==> config.mk <==
export PLATFORM = sky130hd
export DESIGN_NAME = pipeline_hazard_ctrl
export DESIGN_NICKNAME = d
export VERILOG_FILES = /design/src/rtl/pipeline_hazard_ctrl_pkg.sv /design/src/rtl/pipeline_hazard_ctrl_fwd_unit.sv /design/src/rtl/pipeline_hazard_ctrl.sv
export SDC_FILE = /design/constraint.sdc
export NUM_CORES = 1
export LEC_CHECK = 0
export CAP_MARGIN = 0
export CELL_PAD_IN_SITES_DETAIL_PLACEMENT = 1
export CELL_PAD_IN_SITES_GLOBAL_PLACEMENT = 1
export CORE_AREA = 3 3 69 71
export DETAILED_ROUTE_END_ITERATION = 8
export DIE_AREA = 0 0 72 74
export PLACE_DENSITY = 0.9
export SYNTH_ARGS = -nofsm -noshare
export SYNTH_HDL_FRONTEND = slang
export SYNTH_HIERARCHICAL = 1
export SYNTH_SLANG_ARGS = --single-unit
==> constraint.sdc <==
create_clock -name clk -period 1.5 [get_ports clk]
set_input_delay 0.225 -clock clk [delete_from_list [all_inputs] [get_ports clk]]
set_output_delay 0.225 -clock clk [all_outputs]
set_load 0.05 [all_outputs]
==> src/rtl/pipeline_hazard_ctrl_pkg.sv <==
// Shared types for the pipeline hazard controller: FSM states, forwarding selects,
// stage-control bundle and the RUN-state stall/flush decision.
package pipeline_hazard_ctrl_pkg;

  typedef enum logic [1:0] {
    RUN      = 2'd0,
    MEM_WAIT = 2'd1,
    TRAP     = 2'd2
  } hazard_state_e;

  typedef enum logic [1:0] {
    FWD_RF  = 2'b00,
    FWD_WB  = 2'b01,
    FWD_MEM = 2'b10
  } fwd_sel_e;

  typedef struct packed {
    logic stall_if;
    logic stall_id;
    logic stall_ex;
    logic stall_mem;
    logic flush_id;
    logic flush_ex;
    logic wb_bubble;
  } stage_ctrl_t;

  localparam stage_ctrl_t CTRL_NONE   = stage_ctrl_t'(7'b0000000);
  localparam stage_ctrl_t CTRL_FREEZE = stage_ctrl_t'(7'b1111001);
  localparam stage_ctrl_t CTRL_REDIR  = stage_ctrl_t'(7'b0000110);
  localparam stage_ctrl_t CTRL_LDUSE  = stage_ctrl_t'(7'b1100010);

  // Priority: pending memory access > EX redirect > load-use bubble.
  function automatic stage_ctrl_t run_ctrl(input logic mem_block,
                                           input logic redirect,
                                           input logic load_use);
    stage_ctrl_t c;
    c = CTRL_NONE;
    if (mem_block)     c = CTRL_FREEZE;
    else if (redirect) c = CTRL_REDIR;
    else if (load_use) c = CTRL_LDUSE;
    return c;
  endfunction

endpackage

==> src/rtl/pipeline_hazard_ctrl_fwd_unit.sv <==
// EX-operand forwarding select for one source register; MEM result wins over WB, x0 never forwarded.
module pipeline_hazard_ctrl_fwd_unit
  import pipeline_hazard_ctrl_pkg::*;
#(
  parameter int unsigned REG_ADDR_W = 5
) (
  input  logic [REG_ADDR_W-1:0] rs,
  input  logic [REG_ADDR_W-1:0] mem_rd,
  input  logic                  mem_reg_write,
  input  logic [REG_ADDR_W-1:0] wb_rd,
  input  logic                  wb_reg_write,
  output logic [1:0]            sel
);

  logic mem_hit;
  logic wb_hit;

  assign mem_hit = mem_reg_write && (mem_rd != '0) && (mem_rd == rs);
  assign wb_hit  = wb_reg_write  && (wb_rd  != '0) && (wb_rd  == rs);

  always_comb begin
    sel = FWD_RF;
    if (mem_hit)     sel = FWD_MEM;
    else if (wb_hit) sel = FWD_WB;
  end

endmodule

==> src/rtl/pipeline_hazard_ctrl.sv <==
// Hazard/sequencing controller: stall/flush enables, forwarding selects and dmem wait/timeout FSM.
// Optional performance counters are built when HAZARD_PERF_CNT_EN is defined.
module pipeline_hazard_ctrl
  import pipeline_hazard_ctrl_pkg::*;
#(
  parameter int unsigned REG_ADDR_W   = 5,
`ifdef HAZARD_PERF_CNT_EN
  parameter int unsigned CNT_W        = 32,
`endif
  parameter int unsigned WAIT_TIMEOUT = 255
) (
  input  logic                  clk,
  input  logic                  rst,
  input  logic [REG_ADDR_W-1:0] id_rs1,
  input  logic [REG_ADDR_W-1:0] id_rs2,
  input  logic                  id_uses_rs1,
  input  logic                  id_uses_rs2,
  input  logic [REG_ADDR_W-1:0] ex_rs1,
  input  logic [REG_ADDR_W-1:0] ex_rs2,
  input  logic [REG_ADDR_W-1:0] ex_rd,
  input  logic                  ex_mem_read,
  input  logic                  ex_redirect,
  input  logic [REG_ADDR_W-1:0] mem_rd,
  input  logic                  mem_reg_write,
  input  logic [REG_ADDR_W-1:0] wb_rd,
  input  logic                  wb_reg_write,
  input  logic                  dmem_req,
  input  logic                  dmem_ready,
  input  logic                  trap_ack,
  output logic                  stall_if,
  output logic                  stall_id,
  output logic                  stall_ex,
  output logic                  stall_mem,
  output logic                  flush_id,
  output logic                  flush_ex,
  output logic                  wb_bubble,
  output logic                  mem_kill,
  output logic [1:0]            fwd_a,
  output logic [1:0]            fwd_b,
  output logic                  trap,
  output logic [1:0]            state_o
`ifdef HAZARD_PERF_CNT_EN
  ,
  output logic [CNT_W-1:0]      perf_stall_cycles,
  output logic [CNT_W-1:0]      perf_flushes,
  output logic [CNT_W-1:0]      perf_load_use
`endif
);

  localparam int unsigned WC_W = $clog2(WAIT_TIMEOUT + 1);

  hazard_state_e state;
  hazard_state_e state_next;
  logic [WC_W-1:0] wait_cnt;
  logic [WC_W-1:0] cnt_next;

  stage_ctrl_t ctrl;
  logic        trap_c;
  logic        kill_c;
  logic        load_use;
  logic        mem_block;
  logic [1:0]  fwd_a_raw;
  logic [1:0]  fwd_b_raw;

  assign load_use  = ex_mem_read && (ex_rd != '0) &&
                     ((id_uses_rs1 && (ex_rd == id_rs1)) ||
                      (id_uses_rs2 && (ex_rd == id_rs2)));
  assign mem_block = dmem_req && !dmem_ready;

  pipeline_hazard_ctrl_fwd_unit #(.REG_ADDR_W(REG_ADDR_W)) u_fwd_a (
    .rs            (ex_rs1),
    .mem_rd        (mem_rd),
    .mem_reg_write (mem_reg_write),
    .wb_rd         (wb_rd),
    .wb_reg_write  (wb_reg_write),
    .sel           (fwd_a_raw)
  );

  pipeline_hazard_ctrl_fwd_unit #(.REG_ADDR_W(REG_ADDR_W)) u_fwd_b (
    .rs            (ex_rs2),
    .mem_rd        (mem_rd),
    .mem_reg_write (mem_reg_write),
    .wb_rd         (wb_rd),
    .wb_reg_write  (wb_reg_write),
    .sel           (fwd_b_raw)
  );

  // State and wait counter
  always_ff @(posedge clk or posedge rst) begin
    if (rst) begin
      state    <= RUN;
      wait_cnt <= '0;
    end else begin
      state    <= state_next;
      wait_cnt <= cnt_next;
    end
  end

  // Next state and stage controls; outputs held at zero while reset is asserted
  always_comb begin
    ctrl       = CTRL_NONE;
    trap_c     = 1'b0;
    kill_c     = 1'b0;
    state_next = state;
    cnt_next   = wait_cnt;
    case (state)
      RUN: begin
        ctrl = run_ctrl(mem_block, ex_redirect, load_use);
        if (mem_block) begin
          state_next = MEM_WAIT;
          cnt_next   = WC_W'(1);
        end
      end
      MEM_WAIT: begin
        if (dmem_ready) begin
          ctrl       = run_ctrl(1'b0, ex_redirect, load_use);
          state_next = RUN;
          cnt_next   = '0;
        end else begin
          ctrl = CTRL_FREEZE;
          if (wait_cnt == WC_W'(WAIT_TIMEOUT)) state_next = TRAP;
          else                                 cnt_next   = wait_cnt + WC_W'(1);
        end
      end
      TRAP: begin
        ctrl   = CTRL_FREEZE;
        trap_c = 1'b1;
        kill_c = 1'b1;
        if (trap_ack) begin
          state_next = RUN;
          cnt_next   = '0;
        end
      end
      default: begin
        state_next = RUN;
        cnt_next   = '0;
      end
    endcase
    if (rst) begin
      ctrl   = CTRL_NONE;
      trap_c = 1'b0;
      kill_c = 1'b0;
    end
  end

  assign stall_if  = ctrl.stall_if;
  assign stall_id  = ctrl.stall_id;
  assign stall_ex  = ctrl.stall_ex;
  assign stall_mem = ctrl.stall_mem;
  assign flush_id  = ctrl.flush_id;
  assign flush_ex  = ctrl.flush_ex;
  assign wb_bubble = ctrl.wb_bubble;
  assign trap      = trap_c;
  assign mem_kill  = kill_c;
  assign fwd_a     = rst ? FWD_RF : fwd_a_raw;
  assign fwd_b     = rst ? FWD_RF : fwd_b_raw;
  assign state_o   = state;

`ifdef HAZARD_PERF_CNT_EN
  logic lu_taken;
  assign lu_taken = (state == RUN) && !mem_block && !ex_redirect && load_use;

  // Saturating event counters, updated on the edge after the event
  always_ff @(posedge clk or posedge rst) begin
    if (rst) begin
      perf_stall_cycles <= '0;
      perf_flushes      <= '0;
      perf_load_use     <= '0;
    end else begin
      if (ctrl.stall_if && !(&perf_stall_cycles)) perf_stall_cycles <= perf_stall_cycles + CNT_W'(1);
      if (ctrl.flush_id && !(&perf_flushes))      perf_flushes      <= perf_flushes + CNT_W'(1);
      if (lu_taken && !(&perf_load_use))          perf_load_use     <= perf_load_use + CNT_W'(1);
    end
  end
`endif

endmodule

Word level (Yosys, flattened, before mapping)
Cells that the tools add are included.

operators by class
  equal/unequal tests = 13
  mux-type cells = 24
  add/sub/neg operators = 1
  reduce and logical (&&, ||, !) cells = 19

operators with widths
  cell                                                  number
  two-way mux 7 bit                                     5
  two-way mux 8 bit                                     4
  equality test 5 bit                                   6
  case mux 8 bit (3 select lines)                       1
  case mux 7 bit (3 select lines)                       1
  two-way mux 2 bit                                     8
  nonzero test 5 bit                                    3
  logical AND 1 bit                                     11
  adder 8 x 1 -> 8 bit (second input constant)          1
  equality test 8 bit (second input constant)           1
  inequality test 3 bit (second input constant)         2
  case mux 2 bit (3 select lines)                       1
  AND reduction 3 bit                                   2
  two-way mux 1 bit                                     4
  inequality test 2 bit (second input constant)         2
  equality test 2 x 1 -> 1 bit (second input constant)  1
  equality test 2 bit (second input constant)           1
  logical NOT 2 bit                                     1
  logical NOT 1 bit                                     1
  logical OR 1 bit                                      1

storage, ports and cells
  bits of input ports = 46
  flip-flop bits (word level) = 10
  output and inout port bits = 15
  word-level logic and storage cells = 59

Depth between registers and ports, before layout
Gate-level depths: netlist of run 1.

  word-level depth = 9
  mapped depth = 6
  depth with buffers taken out = 5

Modules after synthesis
Netlist of run 1, hierarchy kept.

modules (own cells, without submodules)
  module                         instances  cells an instance  area an instance (µm²)
  pipeline_hazard_ctrl           1          99                 850.8
  pipeline_hazard_ctrl_fwd_unit  2          21                 158.9

Worst setup path before layout of run 1
No wires, ideal clock.

  path type = flip-flop to output port
  from = register state[1] (netlist: state_o[1])
  to = output port trap
  arrival = 2479 ps
  setup slack = -1204 ps
  cell stages (with the launch flop) = 4
  buffers on the path = 2
  required time = 1275 ps
  path through = dfrtp_1 -> buf_6 -> nor3b_1 -> buf_4

on the way
  cells in the longest elaborated chain, start to end = 3

RTL lines
  item                             RTL line                    RTL
  start: declaration               pipeline_hazard_ctrl.sv:52  hazard_state_e state;
  start signal: assignment         pipeline_hazard_ctrl.sv:94  state <= state_next;
  equality test 2 bit              n/a
  two-way mux 1 bit (2 in series)  n/a
  end: declaration                 pipeline_hazard_ctrl.sv:40  output logic trap,

Every way passes these cells.

Worst setup path in the final report of run 1
  from = register state[0] (netlist: state_o[0])
  to = output port flush_ex

on the way
  cells in the longest elaborated chain, start to end = 3
  elaborated cells on any way between the ends = 5
  those cells by class = eq/ne: 2; mux: 2; reduce/logical: 1

RTL lines
  item                                         RTL line                     RTL
  equality test 2 bit (tied with other cells)  pipeline_hazard_ctrl.sv:106  case (state)
  case mux 7 bit (3 select lines) (*)          pipeline_hazard_ctrl.sv:106
  two-way mux 7 bit (*)                        pipeline_hazard_ctrl.sv:139  if (rst) begin
  end: declaration                             pipeline_hazard_ctrl.sv:35   output logic flush_ex,

Every way passes the cells marked *; elsewhere a longest branch is shown, timed or not.

==> results of run 1 <==
==> cells in the mapped netlist (all sizes together), types with 2 or more instances <==
master   n  area, um2
xor2    14        123
xnor2   12        105
a21oi   10       50.1
dfrtp   10        250
nand2    9       33.8
buf      8       61.3
nand3    8       40.0
o21ai    8       40.0
nor2     7       26.3
nor3     7       45.0
nor4     5       31.3
or3      5       31.3
nor2b    4       25.0
a211oi   3       32.5
inv      3       11.3
and2     2       12.5
and3     2       12.5
nand4    2       12.5
nor3b    2       26.3
o22ai    2       26.3
o41ai    2       32.5
==> repair_timing <==
action | CTS | global route
pin swaps | 40 | 30
cloned | 1 | 0
endpoints found under the setup margin | 20 | 22
gates resized for setup | 144 | 76
buffers inserted | 4 | 8
==> cell type report <==
type | count | area share, %
clock buffers | 3 | 1.53
repair buffers | 97 | 38.1
well taps | 52 | 2.41
flip-flops and latches | 10 | 9.34
inverters | 3 | 0.416
multi-input cells | 121 | 48.1
diodes | 1 | 0.0925
==> worst paths after layout <==
| kind | from | end | slack (ns) | depth (start not counted) |
|---|---|---|---|---|
| worst max-delay path | state_o[0]$_DFFE_PP0P_ | flush_ex | -0.34 | 5 |
| worst min-delay path | rst | wait_cnt[7]$_DFFE_PP0P_ | 0.20 | 3 |
| worst max register to register | state_o[1]$_DFFE_PP0P_ | wait_cnt[7]$_DFFE_PP0P_ | -0.26 | 6 |
| worst min register to register | wait_cnt[1]$_DFFE_PP0P_ | wait_cnt[1]$_DFFE_PP0P_ | 0.52 | 1 |
| max in group asynchronous | rst | state_o[1]$_DFFE_PP0P_ | 1.13 | 3 |
| min in group clk | wait_cnt[1]$_DFFE_PP0P_ | wait_cnt[1]$_DFFE_PP0P_ | 0.52 | 1 |
==> state kept, by name, summed over array words and instances (netlist names) <==
signal / flops
state_o: 2
wait_cnt: 8
==> per-stage QoR <==
step	util, %	area [um2]	TNS [ns]	instances
2_1_floorplan	-	1240	-2.60	141
3_3_place_gp	51.0	2190	-6.27	272
3_5_place_dp	51.0	2190	-7.71	272
4_1_cts	56.1	2410	-2.49	279
5_1_grt	63.0	2710	-5.91	287
6_report	63.0	2710	-4.87	287
==> where the power goes <==
part / switching (mW) / internal (mW)
Combinational: 0.370 / 0.344
Sequential: 0.0134 / 0.282
Clock: 0.109 / 0.176
Total: 0.492 / 0.801
==> layer usage <==
metal / vias up / track usage, % / wire (um)
li1: 704 / - / -
met1: 846 / 29.1 / 3120
met2: 124 / 46.1 / 3930
met3: 36 / 4.86 / 674
met4: 0 / 19.0 / 495
met5: - / 0 / 0
==> worst reg2reg max path, cell delays in order, from the launching register on <==
cell      delay (ns)
dfrtp_2         0.46
buf_4           0.18
nor3b_4         0.32
buf_4           0.17
o211ai_1        0.18
nor3_2          0.23
a211oi_1        0.08
==> cells by family after synthesis <==
family / share of synthesized area [%]
and+or+nand+nor: 28.7
xor gates and xnor gates: 19.5
adders and majority gates: 1.07
buffers and inverters: 6.21
AOI/OAI and AO/OA: 23.1
DFF: 21.4
==> impl_metrics.toml, run 1 <==
[clocking]
cts-root-buf = "clkbuf_8"
cts_hold_buffers = 0
cts_buffer_depth = 2
clk_pin_slew_ns = 0.05
cts_tree = "built"
htreeDepth = 1
clock_latency_ns = 0.24
clock-sinks = 10
cts_buffers = 3

[power]
ir_worst_vdd_mv = 0.376
p_per_area_mw_per_mm2 = 478
leakagePower_nw = 1.11
power_mw = 1.29

[setup_path]
critPathBufInv = 1
slowest_delay_ns = 0.46
cp-end-kind = "output port"
path_class = "reg2out"
worstPathArrival_ns = 1.61
cpMaxStageDelayCell = "dfrtp_2"
setup.worst_path.start_class = "flop"
worst_ep_required_time_ns = 1.27
cpLargestDelayFamily = "flip-flops"
crit_chain = "o21ba_4 > nor2_4 > nand3b_1 > o21bai_2 > buf_12"
crit_fanout = 4

[global_route]
grt_max_degree = 11
grt_pass1_vias = 1813
track_usage_pct = 26.5
grt_pass1_wl_um = 10300
antenna_found_initial = 1
grt_overflow = 0

[floorplanning]
die-area_mm2 = 0.00533
rows = 24
die_x_um = 72
die_h_um = 74
start_util_pct = 27.2
ios = 61
coreArea_mm2 = 0.00429

[timing]
rsz0062_at_grt = "yes"
slew_violations = 0
tightest_slew_ns = 0.399
whs_ns = 0.196
clock.fmax_mhz = 544
period_share_pct = 123
finalHoldViolCount = 0
period_needed_ns = 1.84
skew_ns = 0.00570
setup_viol_count_final = 23
slew_headroom_pct = 73.3
setup_ws_ns = -0.338

[detailed_routing]
vias = 1710
drt_iter0_drc = 157
routed_wl_um = 8230
via_per_inst = 5.96
first_pass_iters = 4
detail-route-antenna-nets = 0
wire_per_inst_um = 28.7
drc = 0

[finish]
multi_input_area_mm2 = 0.00130
design.final.nets = 283
n_fill_cell = 436
syn_to_final_growth_pct = 131
final_cell_mix = "33 x buf_4, 18 x buf_12, 9 x dlygate4sd2_1"
register_area_um2 = 253
drive_above_1_share_pct = 67.1
final_common_cell = "buf_4"

[worst_hold_path]
hold_path.class = "in2async"

[yosys]
synthesis.area_mm2 = 0.00117
ys_seq_area_share_pct = 21.4
syn-instance-count = 141
yosysWarnings = 6
ys_types = 44
async_flop_share_pct = 100
synth-edff-count = 0
synthesis.nets = 188
synth_area_per_cell_um2 = 8.29
ys_ff_latch = 10
synth_ff_type = "dfrtp_1"

[place]
post-dp-hpwl_um = 4350
io_buffers = 60
routabilityCongestion = 0.799
pre_cts_ws_ns = -0.610

[outcome]
status = "finished with violations"
violations = "setup timing"

[flow_run]
drv_cap = 0
No activity file was read; power rests on OpenSTA's default activity.
==> run 2: changes to the inputs <==
--- a/config.mk
+++ b/config.mk
@@ -8,9 +8,9 @@
 export CAP_MARGIN = 0
 export CELL_PAD_IN_SITES_DETAIL_PLACEMENT = 1
 export CELL_PAD_IN_SITES_GLOBAL_PLACEMENT = 1
-export CORE_AREA = 3 3 69 71
+export CORE_AREA = 3 3 82 61
 export DETAILED_ROUTE_END_ITERATION = 8
-export DIE_AREA = 0 0 72 74
+export DIE_AREA = 0 0 85 64
 export PLACE_DENSITY = 0.9
 export SYNTH_ARGS = -nofsm -noshare
 export SYNTH_HDL_FRONTEND = slang
==> run 2 against run 1 <==
  * Worst hold slack better by 0.31 ns
  * The run still ends with setup timing left
  * Maximum frequency fell by 4.1%
  * Worst setup slack worse by 0.079 ns
  * Sequential power about the same
  * Count of clock-buffer cells in the layout is 1 higher
  * Final cell count increased by 4.9%
  * Final area increased by 7.3%
  * Global-route usage increased by 1.9 points
  * First-iteration DRC count down 29%
==> impl_metrics.toml, run 2 (synthesis gave the netlist of run 1 again) <==
[place]
routabilityCongestion = 0.835
io_buffers = 60
post-dp-hpwl_um = 4830

[floorplanning]
die_x_um = 85
coreArea_mm2 = 0.00428
ios = 61
start_util_pct = 27.3
die-area_mm2 = 0.00544
die_h_um = 64
rows = 20

[detailed_routing]
drt_iter0_drc = 112
wire_per_inst_um = 30.0
via_per_inst = 5.80
routed_wl_um = 9030
detail-route-antenna-nets = 0
drc = 0
first_pass_iters = 4
vias = 1746

[clocking]
clock_latency_ns = 0.25
htreeDepth = 1
cts_tree = "built"
clock-sinks = 10
cts-root-buf = "clkbuf_8"
clk_pin_slew_ns = 0.06
cts_buffer_depth = 2
cts_buffers = 3
cts_hold_buffers = 0

[timing]
slew_violations = 0
skew_ns = 0.0127
finalHoldViolCount = 0
clock.fmax_mhz = 522
tightest_slew_ns = 0.405
setup_viol_count_final = 23
period_needed_ns = 1.92
period_share_pct = 128
rsz0062_at_grt = "yes"
whs_ns = 0.507
setup_ws_ns = -0.417
slew_headroom_pct = 72.8

[finish]
register_area_um2 = 253
final_cell_mix = "33 x buf_4, 23 x buf_6, 18 x buf_12"
largest_reg_flops = 8
syn_to_final_growth_pct = 148
multi_input_area_mm2 = 0.00134
design.final.nets = 293
fin_util_pct = 67.8
final_common_cell = "buf_4"
top_register = "wait_cnt"
drive_above_1_share_pct = 68.2
n_fill_cell = 416

[setup_path]
worstPathArrival_ns = 1.69
crit_chain = "o21ba_4 > nor2_4 > and3_4 > o21bai_2 > buf_12"
cpMaxStageDelayCell = "dfrtp_2"
setup.worst_path.start_class = "flop"
worst_ep_required_time_ns = 1.27
crit_fanout = 5
slowest_delay_ns = 0.47
path_class = "reg2out"
cp-end-kind = "output port"
r2r_cells = 8

[global_route]
grt_max_degree = 11
met3_usage_pct = 5.28
use_met1_pct = 36.0
track_usage_pct = 28.4
gr-usage-met2_pct = 47.8
grt.busiest_layer = "met2"
grt_overflow = 0
antenna_found_initial = 0
grt_pass1_vias = 1854
grt_pass1_wl_um = 11500

[worst_hold_path]
hold_path.class = "in2async"

[flow_run]
drv_cap = 0

[outcome]
violations = "setup timing"
status = "finished with violations"

[power]
ir_worst_vdd_mv = 0.679
p_per_area_mw_per_mm2 = 493
leakagePower_nw = 1.16
[run 2: critical path: cells and delay by family (launching register included)]
family / cells / cell delay, ns
flops: 1 / 0.47
compound gates: 2 / 0.40
simple gates: 2 / 0.39
buf+inv: 1 / 0.17
[run 2: layer usage]
metal,wire [um],vias to the layer above
met5,0,-
met2,4100,116
li1,-,724
met3,731,36
met4,475,0
met1,3730,870
[run 2: final timing paths]
check,start,end,slack [ns]
worst max-delay path,state_o[0]$_DFFE_PP0P_,flush_ex,-0.42
worst min-delay path,rst,wait_cnt[0]$_DFFE_PP0P_,0.51
worst max register to register,state_o[1]$_DFFE_PP0P_,wait_cnt[7]$_DFFE_PP0P_,-0.26
worst min register to register,wait_cnt[2]$_DFFE_PP0P_,wait_cnt[2]$_DFFE_PP0P_,0.66
max in group asynchronous,rst,wait_cnt[7]$_DFFE_PP0P_,0.82
min in group clk,dmem_req,state_o[0]$_DFFE_PP0P_,0.54
[run 2: report_power, final]
group,leakage [nW],total [mW],internal (mW),switching (mW)
Sequential,0.133,0.296,0.281,0.0153
Combinational,0.998,0.769,0.376,0.393
Clock,0.0288,0.367,0.232,0.135
[run 2: timing repair]
action	CTS	global route
setup buffers	9	10
gates resized for setup	190	46
pin swaps	48	25
endpoints found under the setup margin	21	24
gates cloned	1	0
hold endpoints to repair	0	0
[run 2: area by class of cell]
type                    count  share of cell area [%]
multi-input cells         121                    46.0
diodes                      1                  0.0862
clock buffers               4                    1.90
well taps                  55                    2.37
flip-flops and latches     10                    8.71
inverters                   3                   0.388
repair buffers            107                    40.6
[run 2: metrics by stage]
stage	total power [mW]	instances	area (um2)	setup TNS (ns)	setup slack, ns
4_1_cts	1.31	291	2640	-3.03	-0.319
5_1_grt	1.48	300	2900	-6.45	-0.452
3_5_place_dp	0.841	278	2210	-8.93	-0.689
6_report	1.43	301	2900	-5.53	-0.417
2_1_floorplan	0.510	141	1240	-2.60	-0.471
3_3_place_gp	0.810	278	2210	-7.14	-0.537
